## src/rtl/midi_tx_if.sv

```systemverilog
// Note-event handshake and serial line bundle for the MIDI transmitter.
interface midi_tx_if;
  logic       valid;
  logic       note_on;
  logic [3:0] channel;
  logic [6:0] key;
  logic [6:0] velocity;
  logic       ready;
  logic       busy;
  logic       done;
  logic       serial;

  modport master (
    output valid, note_on, channel, key, velocity,
    input  ready, busy, done, serial
  );

  modport slave (
    input  valid, note_on, channel, key, velocity,
    output ready, busy, done, serial
  );
endinterface

```

## src/rtl/midi_tx.sv

```systemverilog
// MIDI transmitter: one note event per handshake, sent as a 3-byte
// channel message (status, key, velocity) on an 8N1 serial line.
module midi_tx #(
  parameter int unsigned BIT_CYCLES = 2080
) (
  input  logic     clock,
  input  logic     reset,
  midi_tx_if.slave bus
);

  localparam int unsigned CW = (BIT_CYCLES > 1) ? $clog2(BIT_CYCLES) : 1;

  typedef enum logic [1:0] {IDLE, START, DATA, STOP} state_e;

  state_e          state_q, state_d;
  logic [CW-1:0]   baud_q, baud_d;
  logic [2:0]      bit_q, bit_d;
  logic [1:0]      byte_q, byte_d;
  logic [23:0]     hold_q, hold_d;   // {velocity byte, key byte, status byte}
  logic [7:0]      shift_q, shift_d;
  logic            serial_q, serial_d;
  logic            ready_q, ready_d;
  logic            busy_q, busy_d;
  logic            done_q, done_d;
  logic            baud_tc;
  logic [7:0]      cur_byte;

  assign baud_tc = (baud_q == CW'(BIT_CYCLES - 1));

  // Select the byte of the held message addressed by the byte index.
  always_comb begin
    cur_byte = hold_q[7:0];
    case (byte_q)
      2'd1:    cur_byte = hold_q[15:8];
      2'd2:    cur_byte = hold_q[23:16];
      default: cur_byte = hold_q[7:0];
    endcase
  end

  // Next-state logic; serial_d is the line level of the upcoming cycle so
  // the output stays registered while changing on the state transition.
  always_comb begin
    state_d  = state_q;
    baud_d   = baud_q + 1'b1;
    bit_d    = bit_q;
    byte_d   = byte_q;
    hold_d   = hold_q;
    shift_d  = shift_q;
    serial_d = serial_q;
    done_d   = 1'b0;
    case (state_q)
      IDLE: begin
        baud_d   = '0;
        serial_d = 1'b1;
        if (bus.valid && ready_q) begin
          hold_d   = {1'b0, bus.velocity, 1'b0, bus.key,
                      3'b100, bus.note_on, bus.channel};
          byte_d   = '0;
          state_d  = START;
          serial_d = 1'b0;
        end
      end
      START: begin
        serial_d = 1'b0;
        if (baud_tc) begin
          baud_d   = '0;
          bit_d    = '0;
          shift_d  = cur_byte;
          serial_d = cur_byte[0];
          state_d  = DATA;
        end
      end
      DATA: begin
        if (baud_tc) begin
          baud_d = '0;
          if (bit_q == 3'd7) begin
            serial_d = 1'b1;
            state_d  = STOP;
          end else begin
            bit_d    = bit_q + 3'd1;
            // Rotate rather than shift so the next bit is simply bit 1.
            shift_d  = {shift_q[0], shift_q[7:1]};
            serial_d = shift_q[1];
          end
        end
      end
      STOP: begin
        serial_d = 1'b1;
        if (baud_tc) begin
          baud_d = '0;
          if (byte_q < 2'd2) begin
            byte_d   = byte_q + 2'd1;
            serial_d = 1'b0;
            state_d  = START;
          end else begin
            done_d  = 1'b1;
            state_d = IDLE;
          end
        end
      end
      default: begin
        baud_d   = '0;
        serial_d = 1'b1;
        state_d  = IDLE;
      end
    endcase
    ready_d = (state_d == IDLE);
    busy_d  = (state_d != IDLE);
  end

  // State and datapath registers with synchronous reset.
  always_ff @(posedge clock) begin
    if (reset) begin
      state_q  <= IDLE;
      baud_q   <= '0;
      bit_q    <= '0;
      byte_q   <= '0;
      hold_q   <= '0;
      shift_q  <= '0;
      serial_q <= 1'b1;
      ready_q  <= 1'b0;
      busy_q   <= 1'b0;
      done_q   <= 1'b0;
    end else begin
      state_q  <= state_d;
      baud_q   <= baud_d;
      bit_q    <= bit_d;
      byte_q   <= byte_d;
      hold_q   <= hold_d;
      shift_q  <= shift_d;
      serial_q <= serial_d;
      ready_q  <= ready_d;
      busy_q   <= busy_d;
      done_q   <= done_d;
    end
  end

  assign bus.ready  = ready_q;
  assign bus.busy   = busy_q;
  assign bus.done   = done_q;
  assign bus.serial = serial_q;

endmodule

```

## src/flat_wrapper.sv

```systemverilog
// flat-port wrapper written by rule: the top's interface ports become plain ports
module midi_tx_flat 
#(
  parameter int unsigned BIT_CYCLES = 2080
)
  (clock, reset, bus_valid, bus_note_on, bus_channel, bus_key, bus_velocity, bus_ready, bus_busy, bus_done, bus_serial);
  midi_tx_if bus_i ();
  input  logic clock;
  input  logic reset;
  input wire logic [$bits(bus_i.valid)-1:0] bus_valid;
  input wire logic [$bits(bus_i.note_on)-1:0] bus_note_on;
  input wire logic [$bits(bus_i.channel)-1:0] bus_channel;
  input wire logic [$bits(bus_i.key)-1:0] bus_key;
  input wire logic [$bits(bus_i.velocity)-1:0] bus_velocity;
  output wire logic [$bits(bus_i.ready)-1:0] bus_ready;
  output wire logic [$bits(bus_i.busy)-1:0] bus_busy;
  output wire logic [$bits(bus_i.done)-1:0] bus_done;
  output wire logic [$bits(bus_i.serial)-1:0] bus_serial;
  assign bus_i.valid = bus_valid;
  assign bus_i.note_on = bus_note_on;
  assign bus_i.channel = bus_channel;
  assign bus_i.key = bus_key;
  assign bus_i.velocity = bus_velocity;
  assign bus_ready = bus_i.ready;
  assign bus_busy = bus_i.busy;
  assign bus_done = bus_i.done;
  assign bus_serial = bus_i.serial;
  midi_tx #(.BIT_CYCLES(BIT_CYCLES)) u_core (.clock(clock), .reset(reset), .bus(bus_i));
endmodule
```

## config.mk

```make
export PLATFORM = sky130hd
export DESIGN_NAME = midi_tx_flat
export DESIGN_NICKNAME = d
export VERILOG_FILES = /design/src/rtl/midi_tx_if.sv /design/src/rtl/midi_tx.sv /design/src/flat_wrapper.sv
export SDC_FILE = /design/constraint.sdc
export NUM_CORES = 1
export LEC_CHECK = 0
export ABC_AREA = 1
export CAP_MARGIN = 25
export CORE_MARGIN = 2
export CORE_UTILIZATION = 50
export CTS_CLUSTER_SIZE = 40
export DETAILED_ROUTE_END_ITERATION = 8
export PLACE_DENSITY = 0.72
export SKIP_CTS_REPAIR_TIMING = 1
export SLEW_MARGIN = 20
export SYNTH_ARGS = -nofsm -noshare
export SYNTH_HDL_FRONTEND = slang
export SYNTH_SLANG_ARGS = --single-unit
```

## constraint.sdc

```tcl
create_clock -name clock -period 1.7 [get_ports clock]
set_clock_uncertainty 0.15 [all_clocks]
set_input_delay 0.17 -clock clock [delete_from_list [all_inputs] [get_ports clock]]
set_output_delay 0.17 -clock clock [all_outputs]
set_load 0.02 [all_outputs]
```

==> impl_metrics.csv <==
group,metric,value,unit
cts,cts.sinks,51,
sta,fin_setup_tns,0,ps
cts,cts_root_buf,"clkbuf_8",
cells_and_area,fill_cells,364,
sta,hold_viol,0,
cells_and_area,instances_no_fill,417,
floorplanning,initial_utilization,0.527,
logic_synthesis,syn_inst,325,
job,maxCapViolCount,0,
route,drc,0,
floorplanning,ios,26,
sta,slew-limit-headroom,0.795,
worst_setup_path,critPathArrivalTime,1710,ps
worst_setup_path,cp.required,1760,ps
global_routing,grtUsageTotal,0.211,
sta,fmax,605,MHz
cells_and_area,drive_gt1_frac,0.167,
worst_setup_path,critPathKind,"flop to flop",
route,vias,2138,
worst_setup_path,path_max_fanout,7,
sta,worst_hold_slack,285,ps
run_status,status,"finished clean",
sta,min_period_over_period,0.972,
logic_synthesis,avgSynthCellArea,7.16,sq um
route,detail-route-antenna-nets,0,
hold_path,hp-class,"input port to flop",
cells_and_area,layout_commonest_cell,"nand2_1",
cells_and_area,fin_nets,391,
place,port_buffers,25,
cells_and_area,layout_common_cells,"nand2_1, nor2_1, dfxtp_1",
place,hpwl,3620,um
cts,htreeDepth,2,
sta,drv_slew,0,
pwr,p_leak,0.00118,uW
global_routing,antenna_found_initial,0,
cts,cts_tree,"done",
route,drt-wirelength-per-cell,11.9,um
worst_setup_path,end_kind,"flop",
sta,worst_pin_slew,305,ps
route,routed_wl,4950,um
worst_setup_path,critPathLaunchType,"flop",
logic_synthesis,ys_ff_latch,51,
logic_synthesis,ys_warn_count,0,
cts,cts_buffers,5,
route,vias_per_cell,5.13,
logic_synthesis,synth_area,2330,sq um
logic_synthesis,syn_nets,352,
sta,min_period,1650,ps
pwr,p_per_area,780,nW/um^2
global_routing,grt_start_max_net_pins,21,
cts,clk_pin_slew_worst_paths,90,ps
sta,setup_violations,0,
floorplanning,rows,24,
cts,clock_latency,310,ps
sta,rsz0062_at_grt,"yes",
route,dr.pass1.iters,7,
place,placedCellCount,407,
logic_synthesis,yosysSeqAreaShare,0.438,
logic_synthesis,yosys.cell_types.count,32,
global_routing,overflow,0,
floorplanning,die-area,5220,sq um
global_routing,grt_pass1_wl,8600,um
floorplanning,core,4410,sq um
route,drt-initial-drc-count,109,
cts,clock_path_buffers,2,
pwr,ir_worst_vdd,528,uV
floorplanning,die_h,72.2,um
cells_and_area,antenna_cells,0,
floorplanning,die_w,72.2,um
place,gp_congestion,0.871,
cells_and_area,area_delta_synth_final,24.6,%
global_routing,grt_pass1_vias,1993,
-- synth_stat cells --
cell / instances / area, sq um
o21ai_1: 4 / 20.0
o21a_1: 1 / 7.51
nor2_2: 3 / 18.8
a22o_1: 2 / 17.5
clkbuf_1: 3 / 11.3
o31ai_1: 1 / 7.51
a31oi_1: 5 / 31.3
nand2_1: 69 / 259
dfxtp_1: 51 / 1020
buf_2: 3 / 15.0
o211a_1: 1 / 10.0
buf_4: 1 / 7.51
clkbuf_2: 2 / 10.0
xnor2_1: 1 / 8.76
ha_1: 5 / 62.6
o21ai_2: 2 / 17.5
nor2_4: 3 / 33.8
inv_2: 4 / 15.0
a211oi_2: 1 / 12.5
a21oi_1: 15 / 75.1
nor3_1: 6 / 30.0
nand2_2: 1 / 6.26
nand3_1: 10 / 50.1
nand3_4: 2 / 35.0
nand3_2: 1 / 10.0
nor2_1: 65 / 244
buf_6: 1 / 11.3
o21ai_0: 30 / 150
clkinv_1: 2 / 7.51
nand4_1: 2 / 12.5
or2_2: 2 / 12.5
inv_1: 26 / 97.6
-- power by group --
part / internal, uW / total (uW) / switching, uW / leakage (uW)
clock network: 332 / 731 / 399 / 0.0000474
logic: 126 / 261 / 134 / 0.000714
registers: 1240 / 1270 / 26.9 / 0.000418
total: 1700 / 2260 / 560 / 0.00118
-- cell families (layout without fill, tap and decap cells) --
family	Yosys count	after routing	share of synthesized area
AO/OA/AOI/OAI	62	62	0.150
XOR/XNOR	1	1	0.00376
adder cells (fa/ha/maj)	5	5	0.0269
buffers and inverters	42	82	0.0752
flip-flops	51	51	0.438
AND/OR/NAND/NOR	164	164	0.306
-- layer usage --
| layer | share of wire | track usage | vias up |
|---|---|---|---|
| li1 | - | - | 1120 |
| met1 | 0.50 | 0.291 | 963 |
| met2 | 0.44 | 0.319 | 43 |
| met3 | 0.030 | 0.0375 | 12 |
| met4 | 0.024 | 0.101 | 0 |
| met5 | 0 | 0 | - |
-- final timing paths --
check | start | endpoint | slack [ps] | cells after the start
setup / recovery | u_core.bit_q[0] | u_core.shift_q[0] | 50 | 8
hold / removal | bus_velocity[3] | u_core.hold_q[19] | 280 | 3
setup reg to reg | u_core.bit_q[0] | u_core.shift_q[0] | 50 | 8
hold reg to reg | u_core.baud_q[0] | u_core.baud_q[0] | 300 | 1
-- flip-flops by register name (all words and copies together) (netlist names) --
name	count
u_core.bus.serial	1
u_core.bus.busy	1
u_core.bus.ready	1
u_core.shift_q	8
u_core.bus.done	1
u_core.state_q	2
u_core.bit_q	3
u_core.baud_q	12
u_core.hold_q	20
u_core.byte_q	2
-- critical path, cell delays in order, from the launching register on --
cell and delay, ps:
dfxtp_2 330, ha_1 200, ha_2 200, o21ai_2 130, inv_2 80, nor2_4 160, inv_1 110, a21oi_1 120
a21oi_1 70
-- final cells by class --
| class | count | area [sq um] | area share |
|---|---|---|---|
| clock buffers | 6 | 82.6 | 0.0285 |
| clock inverters | 2 | 16.3 | 0.00561 |
| inverters | 32 | 120 | 0.0414 |
| multi-input cells | 232 | 1190 | 0.410 |
| flip-flops and latches | 51 | 1030 | 0.356 |
| well taps | 52 | 65.1 | 0.0224 |
| repair buffers | 42 | 394 | 0.136 |
-- per-stage QoR --
| step | instance area (sq um) | util | total power [uW] | setup WS [ps] |
|---|---|---|---|---|
| floorplan | 2330 | - | 1430 | 106 |
| global placement | 2710 | 0.615 | 1550 | 51.1 |
| detailed placement | 2710 | 0.615 | 1550 | -5.40 |
| CTS | 2810 | 0.637 | 2280 | -30.7 |
| global route | 2900 | 0.657 | 2390 | -37.9 |
| finish | 2900 | 0.657 | 2260 | 46.9 |
Power figures use the tool's default switching activity.
